<file path="src/rtl/dist_search_pkg.sv">
// Shared types and defaults for the distance-search sequencer.
// Optional watchdog feature is enabled with DIST_SEARCH_TIMEOUT_EN.
package dist_search_pkg;

  localparam int IDX_W_DEF  = 10;
  localparam int DIST_W_DEF = 38;

  localparam logic [DIST_W_DEF-1:0] DIST_MAX = '1;

  typedef enum logic [2:0] {
    IDLE  = 3'd0,
    ISSUE = 3'd1,
    EVAL  = 3'd2,
    WAIT  = 3'd3,
    DONE  = 3'd4
  } state_t;

endpackage

</file>
<file path="src/rtl/dist_best_tracker.sv">
// Registered running minimum of candidate distances with its index.
// 'update' keeps a strictly smaller distance; 'load' takes the candidate unconditionally.
module dist_best_tracker #(
  parameter int IDX_W  = 10,
  parameter int DIST_W = 38
) (
  input  logic              clk,
  input  logic              reset,
  input  logic              clear,
  input  logic              update,
  input  logic              load,
  input  logic [IDX_W-1:0]  cand_idx,
  input  logic [DIST_W-1:0] cand_dist,
  output logic [IDX_W-1:0]  best_idx,
  output logic [DIST_W-1:0] best_dist
);

  always_ff @(posedge clk) begin
    if (reset || clear) begin
      best_dist <= '1;
      best_idx  <= '0;
    end else if (load || (update && (cand_dist < best_dist))) begin
      best_dist <= cand_dist;
      best_idx  <= cand_idx;
    end
  end

endmodule

</file>
<file path="src/rtl/dist_search_ctrl.sv">
// Sweeps candidate matrices through dist_calc, tracking the minimum distance with early exit.
// Define DIST_SEARCH_TIMEOUT_EN to add a WAIT watchdog and the err output.
module dist_search_ctrl
  import dist_search_pkg::*;
#(
  parameter int IDX_W   = IDX_W_DEF,
  parameter int DIST_W  = DIST_W_DEF,
  parameter int TIMEOUT = 15
) (
  input  logic              clk,
  input  logic              reset,
  input  logic              start,
  input  logic [IDX_W-1:0]  num_cands,
  input  logic [DIST_W-1:0] threshold,
  output logic              cand_rd,
  output logic [IDX_W-1:0]  cand_addr,
  output logic              calc_ready,
  input  logic              calc_finished,
  input  logic [DIST_W-1:0] calc_dist2,
  output logic              busy,
  output logic              done,
  output logic              found,
  output logic [IDX_W-1:0]  best_idx,
  output logic [DIST_W-1:0] best_dist,
`ifdef DIST_SEARCH_TIMEOUT_EN
  output logic              err,
`endif
  output state_t            state_dbg
);

  // Handshake: cand_rd requests ROM data that is valid on the next cycle; calc_ready is a
  // single-cycle pulse and calc_finished/calc_dist2 are only honoured while in WAIT.
  state_t              state;
  logic [IDX_W-1:0]    idx;
  logic [IDX_W-1:0]    n_lat;
  logic [DIST_W-1:0]   thr_lat;
  logic                sample;
  logic                hit;
  logic                trk_clear;

`ifdef DIST_SEARCH_TIMEOUT_EN
  localparam int CNT_W = $clog2(TIMEOUT + 1);
  logic [CNT_W-1:0] wait_cnt;
`endif

  assign state_dbg = state;
  assign sample    = (state == WAIT) && calc_finished;
  assign hit       = (calc_dist2 <= thr_lat);
  assign trk_clear = (state == IDLE) && start;

  dist_best_tracker #(
    .IDX_W  (IDX_W),
    .DIST_W (DIST_W)
  ) u_tracker (
    .clk       (clk),
    .reset     (reset),
    .clear     (trk_clear),
    .update    (sample),
    .load      (sample && hit),
    .cand_idx  (idx),
    .cand_dist (calc_dist2),
    .best_idx  (best_idx),
    .best_dist (best_dist)
  );

  always_ff @(posedge clk) begin
    if (reset) begin
      state      <= IDLE;
      cand_rd    <= 1'b0;
      cand_addr  <= '0;
      calc_ready <= 1'b0;
      busy       <= 1'b0;
      done       <= 1'b0;
      found      <= 1'b0;
      idx        <= '0;
      n_lat      <= '0;
      thr_lat    <= '0;
`ifdef DIST_SEARCH_TIMEOUT_EN
      err        <= 1'b0;
      wait_cnt   <= '0;
`endif
    end else begin
      done <= 1'b0;
      case (state)
        IDLE: begin
          if (start) begin
            busy    <= 1'b1;
            found   <= 1'b0;
            n_lat   <= num_cands;
            thr_lat <= threshold;
            idx     <= '0;
`ifdef DIST_SEARCH_TIMEOUT_EN
            err     <= 1'b0;
`endif
            if (num_cands == '0) begin
              state <= DONE;
            end else begin
              state     <= ISSUE;
              cand_rd   <= 1'b1;
              cand_addr <= '0;
            end
          end
        end
        ISSUE: begin
          cand_rd    <= 1'b0;
          calc_ready <= 1'b1;
          state      <= EVAL;
        end
        EVAL: begin
          calc_ready <= 1'b0;
          state      <= WAIT;
`ifdef DIST_SEARCH_TIMEOUT_EN
          wait_cnt   <= '0;
`endif
        end
        WAIT: begin
          if (calc_finished) begin
            if (hit) begin
              found <= 1'b1;
              state <= DONE;
            end else if (idx == n_lat - IDX_W'(1)) begin
              state <= DONE;
            end else begin
              idx       <= idx + IDX_W'(1);
              cand_addr <= idx + IDX_W'(1);
              cand_rd   <= 1'b1;
              state     <= ISSUE;
            end
          end
`ifdef DIST_SEARCH_TIMEOUT_EN
          else if (wait_cnt == CNT_W'(TIMEOUT - 1)) begin
            err   <= 1'b1;
            state <= DONE;
          end else begin
            wait_cnt <= wait_cnt + CNT_W'(1);
          end
`endif
        end
        DONE: begin
          done  <= 1'b1;
          busy  <= 1'b0;
          state <= IDLE;
        end
        default: state <= IDLE;
      endcase
    end
  end

endmodule

</file>
<file path="config.mk">
export PLATFORM = sky130hd
export DESIGN_NAME = dist_search_ctrl
export DESIGN_NICKNAME = d
export VERILOG_FILES = /design/src/rtl/dist_search_pkg.sv /design/src/rtl/dist_best_tracker.sv /design/src/rtl/dist_search_ctrl.sv
export SDC_FILE = /design/constraint.sdc
export NUM_CORES = 1
export LEC_CHECK = 0
export BUFFER_PORTS_ARGS = -buffer_cell sky130_fd_sc_hd__buf_4
export CAP_MARGIN = 20
export CORE_MARGIN = 4
export CORE_UTILIZATION = 45
export CTS_CLUSTER_DIAMETER = 80
export CTS_CLUSTER_SIZE = 10
export DETAILED_ROUTE_END_ITERATION = 16
export GPL_TIMING_DRIVEN = 0
export HOLD_SLACK_MARGIN = 0.08
export PLACE_DENSITY = 0.78
export SETUP_SLACK_MARGIN = 0.05
export SLEW_MARGIN = 25
export SYNTH_ARGS = -nofsm -noshare
export SYNTH_HDL_FRONTEND = slang
export SYNTH_HIERARCHICAL = 1
export SYNTH_SLANG_ARGS = --single-unit
</file>
<file path="constraint.sdc">
create_clock -name clk -period 8.3 [get_ports clk]
set_input_delay 1.66 -clock clk [delete_from_list [all_inputs] [get_ports clk]]
set_output_delay 1.66 -clock clk [all_outputs]
set_load 0.05 [all_outputs]
</file>
==> results of run 1 <==
-- worst min-delay path by stage --
stage | slack [ns] | to | start | cells past startpoint
after global placement | 0.44 | thr_lat[22]$_SDFFE_PP0P_ | thr_lat[22]$_SDFFE_PP0P_ | 2
after detailed placement | 0.45 | thr_lat[22]$_SDFFE_PP0P_ | thr_lat[22]$_SDFFE_PP0P_ | 2
after floorplan | 0.44 | thr_lat[10]$_SDFFE_PP0P_ | thr_lat[10]$_SDFFE_PP0P_ | 2
final | 0.45 | thr_lat[26]$_SDFFE_PP0P_ | thr_lat[26]$_SDFFE_PP0P_ | 2
after CTS | 0.45 | thr_lat[37]$_SDFFE_PP0P_ | thr_lat[37]$_SDFFE_PP0P_ | 2
after global routing | 0.47 | thr_lat[5]$_SDFFE_PP0P_ | thr_lat[5]$_SDFFE_PP0P_ | 2
-- worst max-delay path, stage by stage --
cell      delay [ns]
buf_4           0.13
ha_1            0.32
nand4_1         0.15
nor4_1          0.55
nand3_1         0.14
mux2_2          0.29
a21oi_1         0.30
clkbuf_1        0.47
and2_1          0.25
a41o_1          0.16
buf_2           0.28
clkbuf_1        0.40
nand3_1         0.15
nand3_1         0.12
-- state kept, by name, indices dropped and copies added, names as in the netlist, 3 cells and up --
name and flops:
u_tracker/best_dist 38, thr_lat 38, u_tracker/best_idx 10, state_dbg 3, n_lat 10, cand_addr 10
idx 10
-- power groups by stage --
stage | clock, W | sequential (W) | combinational (W)
after global placement | 0 | 0.000654 | 0.000314
after floorplan | 0 | 0.000680 | 0.000184
after CTS | 0.000731 | 0.000643 | 0.000324
after global routing | 0.000762 | 0.000647 | 0.000363
final | 0.000724 | 0.000643 | 0.000326
after detailed placement | 0 | 0.000655 | 0.000321
-- per-stage QoR --
| step | hold slack (ns) | worst slack [ns] | cell area (µm²) | utilization, % |
|---|---|---|---|---|
| floorplan | 0.436 | 3.95 | 7210 | - |
| global placement | 0.443 | 3.03 | 8630 | 56.0 |
| global route | 0.473 | 3.10 | 9200 | 59.7 |
| finish | 0.453 | 3.28 | 9200 | 59.7 |
| CTS | 0.455 | 3.40 | 9200 | 59.7 |
| detailed placement | 0.448 | 2.99 | 8630 | 56.0 |
-- logic make-up after synthesis --
group           synth area share [%]
compound gates                  18.9
flops                           34.4
simple gates                    21.5
mux                            0.434
fa+ha+maj                       13.4
xor+xnor                        2.19
buf+inv                         9.20
-- cell usage after synthesis, types with 3 or more instances --
cell and count:
nor3_1 8, nor2b_1 3, nor4_1 12, clkbuf_2 3, o32ai_2 8, o21ai_0 40
a211oi_1 3, clkbuf_1 28, nand3_1 99, xor2_1 10, nand4_1 12, ha_1 77
buf_4 7, o21ai_1 23, and2_1 4, buf_6 6, nand2_1 129, xnor2_1 8
and3_1 4, dfxtp_1 124, nand2b_1 3, o22ai_1 6, buf_2 5, nor2_1 25
or2_2 7, a21oi_1 97, inv_1 101, o21a_1 4, buf_1 4, a21o_1 4
-- placed cells by master, fill, tap and decap left out, types with 4 or more instances in the layout --
master     count
o22ai_1        6
nand4_1       12
o21a_1         4
buf_6          6
clkbuf_16     17
nand3_1       99
a21o_1         4
inv_1        101
nor2_1        25
o21ai_0       40
clkbuf_1      30
and3_1         4
clkinv_2       6
nor4_1        12
buf_4        162
buf_1          4
xnor2_1        8
xor2_1        10
or2_2          7
and2_1         4
dfxtp_1      124
buf_2          5
nor3_1         8
o32ai_2        8
a21oi_1       97
nand2_1      129
ha_1          77
o21ai_1       23
-- area by class of cell --
class                           count  share of cell area (%)
Multi-Input combinational cell    638                    44.1
Buffer                             53                    3.05
Sequential cell                   124                    27.0
Tap cell                          211                    2.87
Clock inverter                     12                    1.33
Inverter                          102                    4.16
Clock buffer                       20                    4.85
Timing Repair Buffer              155                    12.6
-- routing by layer --
layer	track usage (%)	part of all wire (%)
met5	0	0
met4	7.41	2.0
met3	5.44	8.0
met2	39.5	48
met1	28.6	42
==> impl_results.md, run 1 <==
* Congestion Overflow GR at 0
* Cell area after synthesis at 7210 µm²
* Slew Limit Headroom at 55.1%
* Area delta synth->final at 27.7%
* Non-Filler Instances at 1315
* Pwr dens at 184 nW/µm²
* Area of the multi-input gates at 4060 µm²
* Largest net degree at the start of global routing at 17
* Crit. End Element: flop
* WL per Instance at 15.9 µm
* Seq pwr share at 38.0%
* Via Count at 7176
* Post-synthesis cell type count at 70
* CP max FO at 10
* TritonCTS Buffers at 17
* Initial antenna violation count at 0
* Startpoint Class: primary input
* Hold Vio Cnt, Final at 0
* Syn avg cell area at 7.86 µm²
* H-tree depth at 4
* Outcome: completed
* Cell types occupying the most area after synthesis: dfxtp_1 (34%), ha_1 (13%), nand3_1 (6.9%), a21oi_1 (6.7%), nand2_1 (6.7%)
* Final #Nets at 1258
* Register area share after synthesis at 34.4%
* GRT Util Overall at 23.0%
* First-pass GRT wire length at 33500 µm
* Share of layout cells above drive strength 1 at 21.1%
* Highest achievable clock rate at 199 MHz
* # fillers at 1421
* Number of diodes at 0
* Required @ worst endpoint at 8.66 ns
* Vias in the first global route at 6841
* Number of port buffers at 155
* Post-layout min period at 5.02 ns
* Syn nets at 1084
* Worst setup endpoint: u_tracker/best_dist[24]$_SDFFE_PP1P_
* Final Slew Violations at 0
* Critical Path Start: calc_dist2[17]
* Number of routed nets with antenna violations at 0
* Worst Tran Pin Value at 0.674 ns
* RSZ-0062 raised after global routing: false
* Combinational Power Share at 19.2%
* Setup CP Type: primary input to flop
* Clock share of power at 42.8%
* Syn Inst Count at 917
* Sw power at 0.000496 W
* P_int at 0.00120 W
* # resized after CTS at 0
* EDFF count, synth at 0
* TritonCTS clock tree: yes
* Post-CTS Setup Inserts at 0
* Drt first pass iters at 7
* Routed WL at 20900 µm
* Top FF cell, synth: dfxtp_1
* Async set or reset register ratio after synthesis at 0%
* Die width at 135 µm
* Hold crit path type: flop to flop
* Cell Rows at 45
* PnR Total Power at 0.00169 W
* Core ar. at 15400 µm²
* CP arrival at 5.39 ns
* CTS Hold Bufs at 0
* LEAKAGE at 4.15 nW
* R2r startpoint: thr_lat[17]$_SDFFE_PP0P_
* R2r setup slk at 4.27 ns
* Final Cycle Share at 60.5%
* Clk Latency, worst-skew pair at 0.43 ns
* Setup Skew at 0.00600 ns
* Cells on worst reg2reg path at 14
* Top-area cell type share of the netlist area at 34.4%
* Top Ports at 156
* Sw frac at 29.3%
* Max Cap Viol at 0
* Initial drt markers at 550
* Maximum vdd ir drop at 0.183 mV
* Post-DP HPWL at 16100 µm
* Yosys warns at 6
* Synth area leader: dfxtp_1
* R2r endpoint: u_tracker/best_dist[24]$_SDFFE_PP1P_
* Global placement routability congestion at 0.914
* Final setup fails at 0
* DR vias/cell at 5.46
* Dpl cells at 1283
* Reg clk slew, reported paths at 0.05 ns
* Yosys reg bits at 124
* Clk sinks at 124
* Die ar. at 18100 µm²
* Longest Clk Path Bufs at 2
* Root buffer cell: clkbuf_16
* Setup TNS at 0 ns
* DRC violations left at 0
* Register area at 2480 µm²
* Starting density of the core at 46.7%
* Die H at 135 µm
Note: power is estimated with default switching activity, not from simulation.
==> inputs of run 2 (changes only) <==
--- a/config.mk
+++ b/config.mk
@@ -5,6 +5,7 @@
 export SDC_FILE = /design/constraint.sdc
 export NUM_CORES = 1
 export LEC_CHECK = 0
+export ABC_AREA = 1
 export BUFFER_PORTS_ARGS = -buffer_cell sky130_fd_sc_hd__buf_4
 export CAP_MARGIN = 20
 export CORE_MARGIN = 4
@@ -14,7 +15,7 @@
 export DETAILED_ROUTE_END_ITERATION = 16
 export GPL_TIMING_DRIVEN = 0
 export HOLD_SLACK_MARGIN = 0.08
-export PLACE_DENSITY = 0.78
+export PLACE_DENSITY = 0.81
 export SETUP_SLACK_MARGIN = 0.05
 export SLEW_MARGIN = 25
 export SYNTH_ARGS = -nofsm -noshare
==> constraint.sdc (replaced) <==
create_clock -name clk -period 4.1 [get_ports clk]
set_input_delay 0.82 -clock clk [delete_from_list [all_inputs] [get_ports clk]]
set_output_delay 0.82 -clock clk [all_outputs]
set_load 0.05 [all_outputs]
==> run 2 against run 1 <==
Sequential power is 120% higher. Utilization is 0.94 points lower. Power grew to 2.5 times the previous value. Critical path depth is 4 higher. Register-to-register slack worse by 3.4 ns. Critical path type unchanged. Setup slack worse by 2.6 ns. Sequential share of layout area is 0.26 points lower. Routed wire length is 1.6% lower. Highest routed layer unchanged. Die area is 0.63% higher. Cell count is 9.7% higher.
==> impl_results.md, run 2 <==
* Commonest cells post-synth: nand2_1 (226), inv_1 (147), dfxtp_1 (124)
* Worst hold path endpoint: thr_lat[15]$_SDFFE_PP0P_
* Top Ports at 156 (unchanged)
* Register area at 2480 µm² (unchanged)
* First-pass GRT wire length at 32600 µm (-2.6%)
* Routed WL at 20600 µm (-1.6%)
* Yosys warns at 6 (unchanged)
* Async set or reset register ratio after synthesis at 0% (unchanged)
* Initial antenna violation count at 0 (unchanged)
* Core ar. at 15800 µm² (+2.6%)
* Drt first pass iters at 5 (-2)
* Worst Tran Pin Value at 0.555 ns (-0.118 ns)
* Post-synthesis cell type count at 37 (-47%)
* Syn avg cell area at 6.98 µm² (-11%)
* Cell types occupying the most area after synthesis: dfxtp_1 (34%), ha_1 (13%), nand2_1 (12%), inv_1 (7.6%), nand3_1 (7.5%)
* Setup TNS at 0 ns (unchanged)
* Commonest non-fill, non-tap cell in the layout: nand2_1
* Clk sinks at 124 (unchanged)
* Non-Filler Instances at 1442 (+9.7%)
* Die ar. at 18200 µm² (+0.63%)
* Top-area cell type share of the netlist area at 34.2% (-0.23 points)
* Required @ worst endpoint at 4.45 ns (-4.21 ns)
* Cell area after synthesis at 7250 µm² (+0.66%)
* LEAKAGE at 4.92 nW (+19%)
* # fillers at 1462 (+2.9%)
* Maximum vdd ir drop at 0.347 mV (+89%)
* Post-CTS Setup Inserts at 0 (unchanged)
* # resized after CTS at 0 (unchanged)
* RSZ-0062 raised after global routing: false
* Setup WS post-layout at 0.709 ns (-2.57 ns)
* Top-count cell post-synth: nand2_1
* Cell Rows at 46 (+2.2%)
* GRT Util Overall at 22.3% (-0.70 points)
* WL per Instance at 14.3 µm (-10%)
* Slew Limit Headroom at 63.0% (+7.9 points)
* Initial drt markers at 462 (-16%)
* Via Count at 7364 (+2.6%)
* Vias in the first global route at 6832 (-0.13%)
* R2r setup slk at 0.89 ns (-3.38 ns)
* CTS Hold Bufs at 0 (unchanged)
* Startpoint Class: primary input
* Register area share after synthesis at 34.2% (-0.23 points)
* Hold crit path type: flop to flop
* Die H at 135 µm (+0.31%)
* Syn nets at 1206 (+11%)
* Synth area leader: dfxtp_1
* Most frequent cells in the layout: nand2_1 (226), buf_4 (160), inv_1 (147), dfxtp_1 (124), nand3_1 (109)
* Top FF cell, synth: dfxtp_1
* Top Registers: thr_lat: 38 flops, u_tracker/best_dist: 38 flops
* Syn Inst Count at 1039 (+13%)
* Dpl cells at 1410 (+9.9%)
* DRC violations left at 0 (unchanged)
* Pwr dens at 463 nW/µm² (+150%)
* Cells on worst reg2reg path at 18 (+4)
* H-tree depth at 4 (unchanged)
* R2r endpoint: u_tracker/best_dist[15]$_SDFFE_PP1P_
* CP arrival at 3.75 ns (-1.64 ns)
* Final Slew Violations at 0 (unchanged)
* Area of the multi-input gates at 3950 µm² (-2.8%)
* Utilization after layout at 58.7% (-0.94 points)
* Number of port buffers at 155 (unchanged)
* Share of layout cells above drive strength 1 at 19.4% (-1.7 points)
* Global placement routability congestion at 0.925 (+1.1%)
* Final Cycle Share at 82.7%
* Area delta synth->final at 28.1%
* Pre-CTS setup slack at 0.335 ns (-2.66 ns)
* Post-route cell area at 9290 µm² (+0.98%)
* Number of diodes at 0 (unchanged)
* CP max FO at 10 (unchanged)
* Final #Nets at 1380 (+9.7%)
* Post-DP HPWL at 15600 µm (-2.5%)
* TritonCTS Buffers at 17 (unchanged)
* R2r startpoint: thr_lat[29]$_SDFFE_PP0P_
* Yosys reg bits at 124 (unchanged)
* Hold Vio Cnt, Final at 0 (unchanged)
* Final setup fails at 0 (unchanged)
* Longest Clk Path Bufs at 2 (unchanged)
* Setup CP Type: primary input to flop
* Outcome: completed
* Congestion Overflow GR at 0 (unchanged)
* Number of routed nets with antenna violations at 0 (unchanged)
* Post-DP Area at 8690 µm² (+0.62%)
* Clk Latency, worst-skew pair at 0.42 ns (about the same)
* Largest net degree at the start of global routing at 17 (unchanged)
* Setup Skew at 0.00819 ns (+0.00218 ns)
* EDFF count, synth at 0 (unchanged)
* Post-layout min period at 3.39 ns
* TritonCTS clock tree: yes
* Starting density of the core at 45.8% (-0.88 points)
* Hold Path Stages at 2 (unchanged)
* Max Cap Viol at 0 (unchanged)
* Reg clk slew, reported paths at 0.05 ns (about the same)
* Root buffer cell: clkbuf_16
* Die width at 135 µm (+0.31%)
* Hold path startpoint: thr_lat[15]$_SDFFE_PP0P_
* Highest achievable clock rate at 295 MHz
* Crit. End Element: flop
* DR vias/cell at 5.11 (-6.4%)
-- run 2: changes by cell type after synthesis, moves of 8 or more --
| cell | previous run | this run |
|---|---|---|
| clkbuf_1 | 28 | 17 |
| inv_1 | 101 | 147 |
| inv_2 | 0 | 9 |
| nand2_1 | 129 | 226 |
| nand3_1 | 99 | 109 |
| nand4_1 | 12 | 4 |
| nor2_1 | 25 | 84 |
| nor4_1 | 12 | 3 |
| o21ai_0 | 40 | 28 |
| o21ai_1 | 23 | 31 |
| o32ai_2 | 8 | 0 |
-- run 2: worst max-delay path, stage by stage --
cell and delay (ns):
buf_4 0.12, ha_1 0.28, nand2_1 0.07, nor2_1 0.17, nand2_1 0.15, nor2_1 0.11, nand3_1 0.10, nor2_1 0.11
nor2_1 0.05, nand2_1 0.11, nand2_2 0.13, nand2_4 0.15, nor2_1 0.06, inv_1 0.15, buf_1 0.44, clkbuf_1 0.48
nand3_1 0.14, nand3_1 0.10
-- run 2: how the worst max path moves through the flow --
| stage | slack, ns | end | start | cells after the start |
|---|---|---|---|---|
| after detailed placement | 0.33 | u_tracker/best_dist[16]$_SDFFE_PP1P_ | calc_dist2[29] | 18 |
| after CTS | 0.73 | u_tracker/best_dist[21]$_SDFFE_PP1P_ | calc_dist2[29] | 18 |
| after global routing | 0.45 | u_tracker/best_dist[22]$_SDFFE_PP1P_ | calc_dist2[37] | 18 |
| after global placement | 0.38 | u_tracker/best_dist[15]$_SDFFE_PP1P_ | calc_dist2[29] | 18 |
| final | 0.71 | u_tracker/best_dist[15]$_SDFFE_PP1P_ | calc_dist2[29] | 18 |
| after floorplan | 1.21 | u_tracker/best_dist[15]$_SDFFE_PP1P_ | calc_dist2[37] | 17 |
-- run 2: cell families after synthesis --
family,count (synthesis),share of synthesized area (%)
AO/OA/AOI/OAI,175,12.6
flip-flops,124,34.2
AND/OR/NAND/NOR,457,27.4
adder cells (fa/ha/maj),77,13.3
buffers and inverters,197,11.3
XOR/XNOR,9,1.09
-- run 2: final cells by class --
class                           instances  area share, %
Clock buffer                           25           5.33
Buffer                                 41           2.56
Tap cell                              216           2.91
Sequential cell                       124           26.7
Clock inverter                          7           1.18
Timing Repair Buffer                  155           12.5
Inverter                              156           6.30
Multi-Input combinational cell        718           42.5
-- run 2: report_power, final --
group          internal, W  total, W  switching [W]
Clock              0.00102   0.00155       0.000538
Combinational     0.000466   0.00131       0.000843
Sequential         0.00136   0.00144      0.0000833
Total              0.00284   0.00431        0.00146
-- run 2: metal layers --
metal	up-vias	track usage (%)	part of all wire, %
met1	3349	28.2	44
li1	3702	-	-
met3	49	4.66	6.3
met2	264	37.0	47
met5	-	0	0
met4	0	9.57	3.0
-- run 2: stage by stage --
stage,total power [W],hold slack [ns]
floorplan,0.00238,0.433
global placement,0.00272,0.445
detailed placement,0.00276,0.451
CTS,0.00432,0.459
global route,0.00455,0.474
finish,0.00431,0.458
==> inputs of run 3 (changes only) <==
==> constraint.sdc (replaced) <==
create_clock -name clk -period 2.9 [get_ports clk]
set_input_delay 0.58 -clock clk [delete_from_list [all_inputs] [get_ports clk]]
set_output_delay 0.58 -clock clk [all_outputs]
set_load 0.05 [all_outputs]
==> run 3 against run 2 <==
Setup slack worse by 0.43 ns. Clock-buffer cell count stayed put. Global-route usage unchanged. Critical path depth down 2. Combinational power is 42% higher. Register-to-register slack lost 0.61 ns. Power increased by 42%. First-iteration DRC count down 6.5%. Sequential power is 42% higher. Critical endpoint is now u_tracker/best_dist[21]$_SDFFE_PP1P_. Highest routed layer unchanged.
==> impl_results.md, run 3 (synthesis gave the netlist of run 2 again) <==
* Routed WL at 20600 µm (about the same)
* PnR Total Power at 0.00610 W (+42%)
* R2r setup slk at 0.28 ns (-0.61 ns)
* R2r endpoint: u_tracker/best_dist[21]$_SDFFE_PP1P_
* TritonCTS clock tree: yes
* Cells on worst reg2reg path at 16 (-2)
* Share of layout cells above drive strength 1 at 20.1% (+0.72 points)
* Slowest stage cell, crit path: dfxtp_1
* Final Slew Violations at 0 (unchanged)
* Bufs and invs on worst path at 4 (unchanged)
* P_int at 0.00403 W (+42%)
* Worst Tran Pin Value at 0.543 ns (-0.0122 ns)
* Hold crit path type: primary input to flop
* Combinational Power Share at 30.5% (about the same)
* Post-layout min period at 2.62 ns
* First-pass GRT wire length at 32600 µm (unchanged)
* Number of diodes at 0 (unchanged)
* Longest Clk Path Bufs at 2 (unchanged)
* Die width at 135 µm (unchanged)
* Final setup fails at 0 (unchanged)
* Setup CP Type: flop to flop
* Die ar. at 18200 µm² (unchanged)
* Hold path startpoint: calc_dist2[29]
* Final #Nets at 1381 (+0.072%)
* Pre-CTS setup slack at -0.625 ns (-0.960 ns)
* Top Ports at 156 (unchanged)
* Congestion Overflow GR at 0 (unchanged)
* Sw power at 0.00207 W (+42%)
* Drt first pass iters at 5 (unchanged)
* GRT Util Overall at 22.3% (unchanged)
* Reg clk slew, reported paths at 0.05 ns (about the same)
* Startpoint Class: flop
* Slew Limit Headroom at 63.8% (+0.81 points)
* Top Registers: thr_lat: 38 flops, u_tracker/best_dist: 38 flops
* Maximum vdd ir drop at 0.491 mV (+42%)
* Delay-heaviest family, CP: simple AND/OR/NAND/NOR gates
* Crit. End Element: flop
* Required @ worst endpoint at 3.18 ns (-1.27 ns)
* Commonest non-fill, non-tap cell in the layout: nand2_1
* Seq pwr share at 33.4% (about the same)
* Largest net degree at the start of global routing at 17 (unchanged)
* Number of port buffers at 155 (unchanged)
* Setup WS post-layout at 0.281 ns (-0.427 ns)
* LEAKAGE at 4.95 nW (+0.48%)
* CP peak stage delay at 0.30 ns (-0.18 ns)
* CP arrival at 2.90 ns (-0.85 ns)
* Die H at 135 µm (unchanged)
* CP max FO at 10 (unchanged)
* Clk Latency, worst-skew pair at 0.42 ns (about the same)
* Vias in the first global route at 6832 (unchanged)
* Hold slack final at 0.384 ns (-0.0737 ns)
* Core ar. at 15800 µm² (unchanged)
* R2r startpoint: thr_lat[29]$_SDFFE_PP0P_
* DRC violations left at 0 (unchanged)
* Cell Rows at 46 (unchanged)
* Root buffer cell: clkbuf_16
* RSZ-0062 raised after global routing: false
* Max Cap Viol at 0 (unchanged)
* Hold Vio Cnt, Final at 0 (unchanged)
* Utilization after layout at 58.9% (+0.21 points)
* Non-Filler Instances at 1443 (+0.069%)
* Dpl cells at 1410 (unchanged)
* Critical Path Start: thr_lat[29]$_SDFFE_PP0P_
* Most frequent cells in the layout: nand2_1 (226), buf_4 (161), inv_1 (146), dfxtp_1 (124), nand3_1 (109)
* Initial drt markers at 432 (-6.5%)
* DR vias/cell at 5.12 (+0.23%)
* TritonCTS Buffers at 17 (unchanged)
* Initial antenna violation count at 0 (unchanged)
* Clk sinks at 124 (unchanged)
* Critical-path cell list: inv_1 > ha_1 > nand2_1 > nor2_1 > nand2_1 > nor2_1 > nand3_1 > nand3b_1 > nand2_2 > nand2_4 > nor2_1 > inv_2 > buf_6 > clkbuf_4 > nand3_1 > nand3_1
* Clock share of power at 36.0% (about the same)
* Pwr dens at 654 nW/µm² (+41%)
* Starting density of the core at 45.8% (unchanged)
* Hold Path Stages at 3 (+1)
* Via Count at 7386 (+0.30%)
* Post-DP HPWL at 15600 µm (unchanged)
* Sw frac at 34.0% (about the same)
* H-tree depth at 4 (unchanged)
* Area delta synth->final at 28.6%
* Global placement routability congestion at 0.925 (unchanged)
* Highest achievable clock rate at 382 MHz
* Critical Path Stages at 16 (-2)
* Worst hold path endpoint: u_tracker/best_dist[29]$_SDFFE_PP1P_
* Outcome: completed
* Final Cycle Share at 90.3%
* Setup Skew at 0.00912 ns (+0.000934 ns)
* WL per Instance at 14.3 µm (-0.14%)
* Number of routed nets with antenna violations at 0 (unchanged)
## run 3: cell count changes in the layout (fill, tap and decap cells not counted)
cell      change
buf_6         +1
inv_1         -1
inv_2         +1
clkbuf_4      +2
nor4_1        -1
buf_1         -1
buf_4         +1
nor4_2        +1
clkbuf_2      +3
clkbuf_1      -5
## run 3: worst max-delay path by stage
stage	to	slack (ns)
detailed placement	u_tracker/best_dist[16]$_SDFFE_PP1P_	-0.63
global route	u_tracker/best_dist[21]$_SDFFE_PP1P_	0.05
floorplan	u_tracker/best_dist[15]$_SDFFE_PP1P_	0.25
CTS	u_tracker/best_dist[21]$_SDFFE_PP1P_	0.07
finish	u_tracker/best_dist[21]$_SDFFE_PP1P_	0.28
global placement	u_tracker/best_dist[15]$_SDFFE_PP1P_	-0.58
## run 3: routing by layer
metal | wire length, µm | track usage (%) | vias to the layer above
met5 | 0 | 0 | -
met4 | 663 | 9.57 | 0
met3 | 1410 | 4.66 | 51
met2 | 9570 | 37.0 | 272
met1 | 8940 | 28.2 | 3360
li1 | - | - | 3703
## run 3: per-stage QoR
stage / instance area (µm²) / TNS, ns
2_1_floorplan: 7250 / 0
3_3_place_gp: 8690 / -15.35
3_5_place_dp: 8690 / -16.74
4_1_cts: 9300 / 0
5_1_grt: 9330 / 0
6_report: 9330 / 0
## run 3: cell type report
type                       count  area, µm²
fill                        1453       6500
multi-input combinational    718       3960
sequential                   124       2480
timing repair buffer         156       1170
inverter                     156        586
clock buffer                  25        495
tap                          216        270
buffer                        41        256
clock inverter                 7        110
## run 3: tightest hold or removal path: cells and delay by family
family	cells	cell delay, ns
buffers and inverters	1	0.10
and+or+nand+nor	2	0.10
## run 3: timing repair
item | 4_1_cts | 5_1_grt
setup endpoints to repair | 20 | 48
resized for setup | 3 | 15
pin swaps | 0 | 1
hold buffers | 0 | 0
buffers inserted | 0 | 1
## run 3: power groups by stage
stage          clock [W]  sequential, W  combinational, W
2_1_floorplan          0        0.00222           0.00114
3_3_place_gp           0        0.00207           0.00178
3_5_place_dp           0        0.00207           0.00183
4_1_cts          0.00222        0.00204           0.00185
5_1_grt          0.00230        0.00206           0.00209
6_report         0.00220        0.00204           0.00186
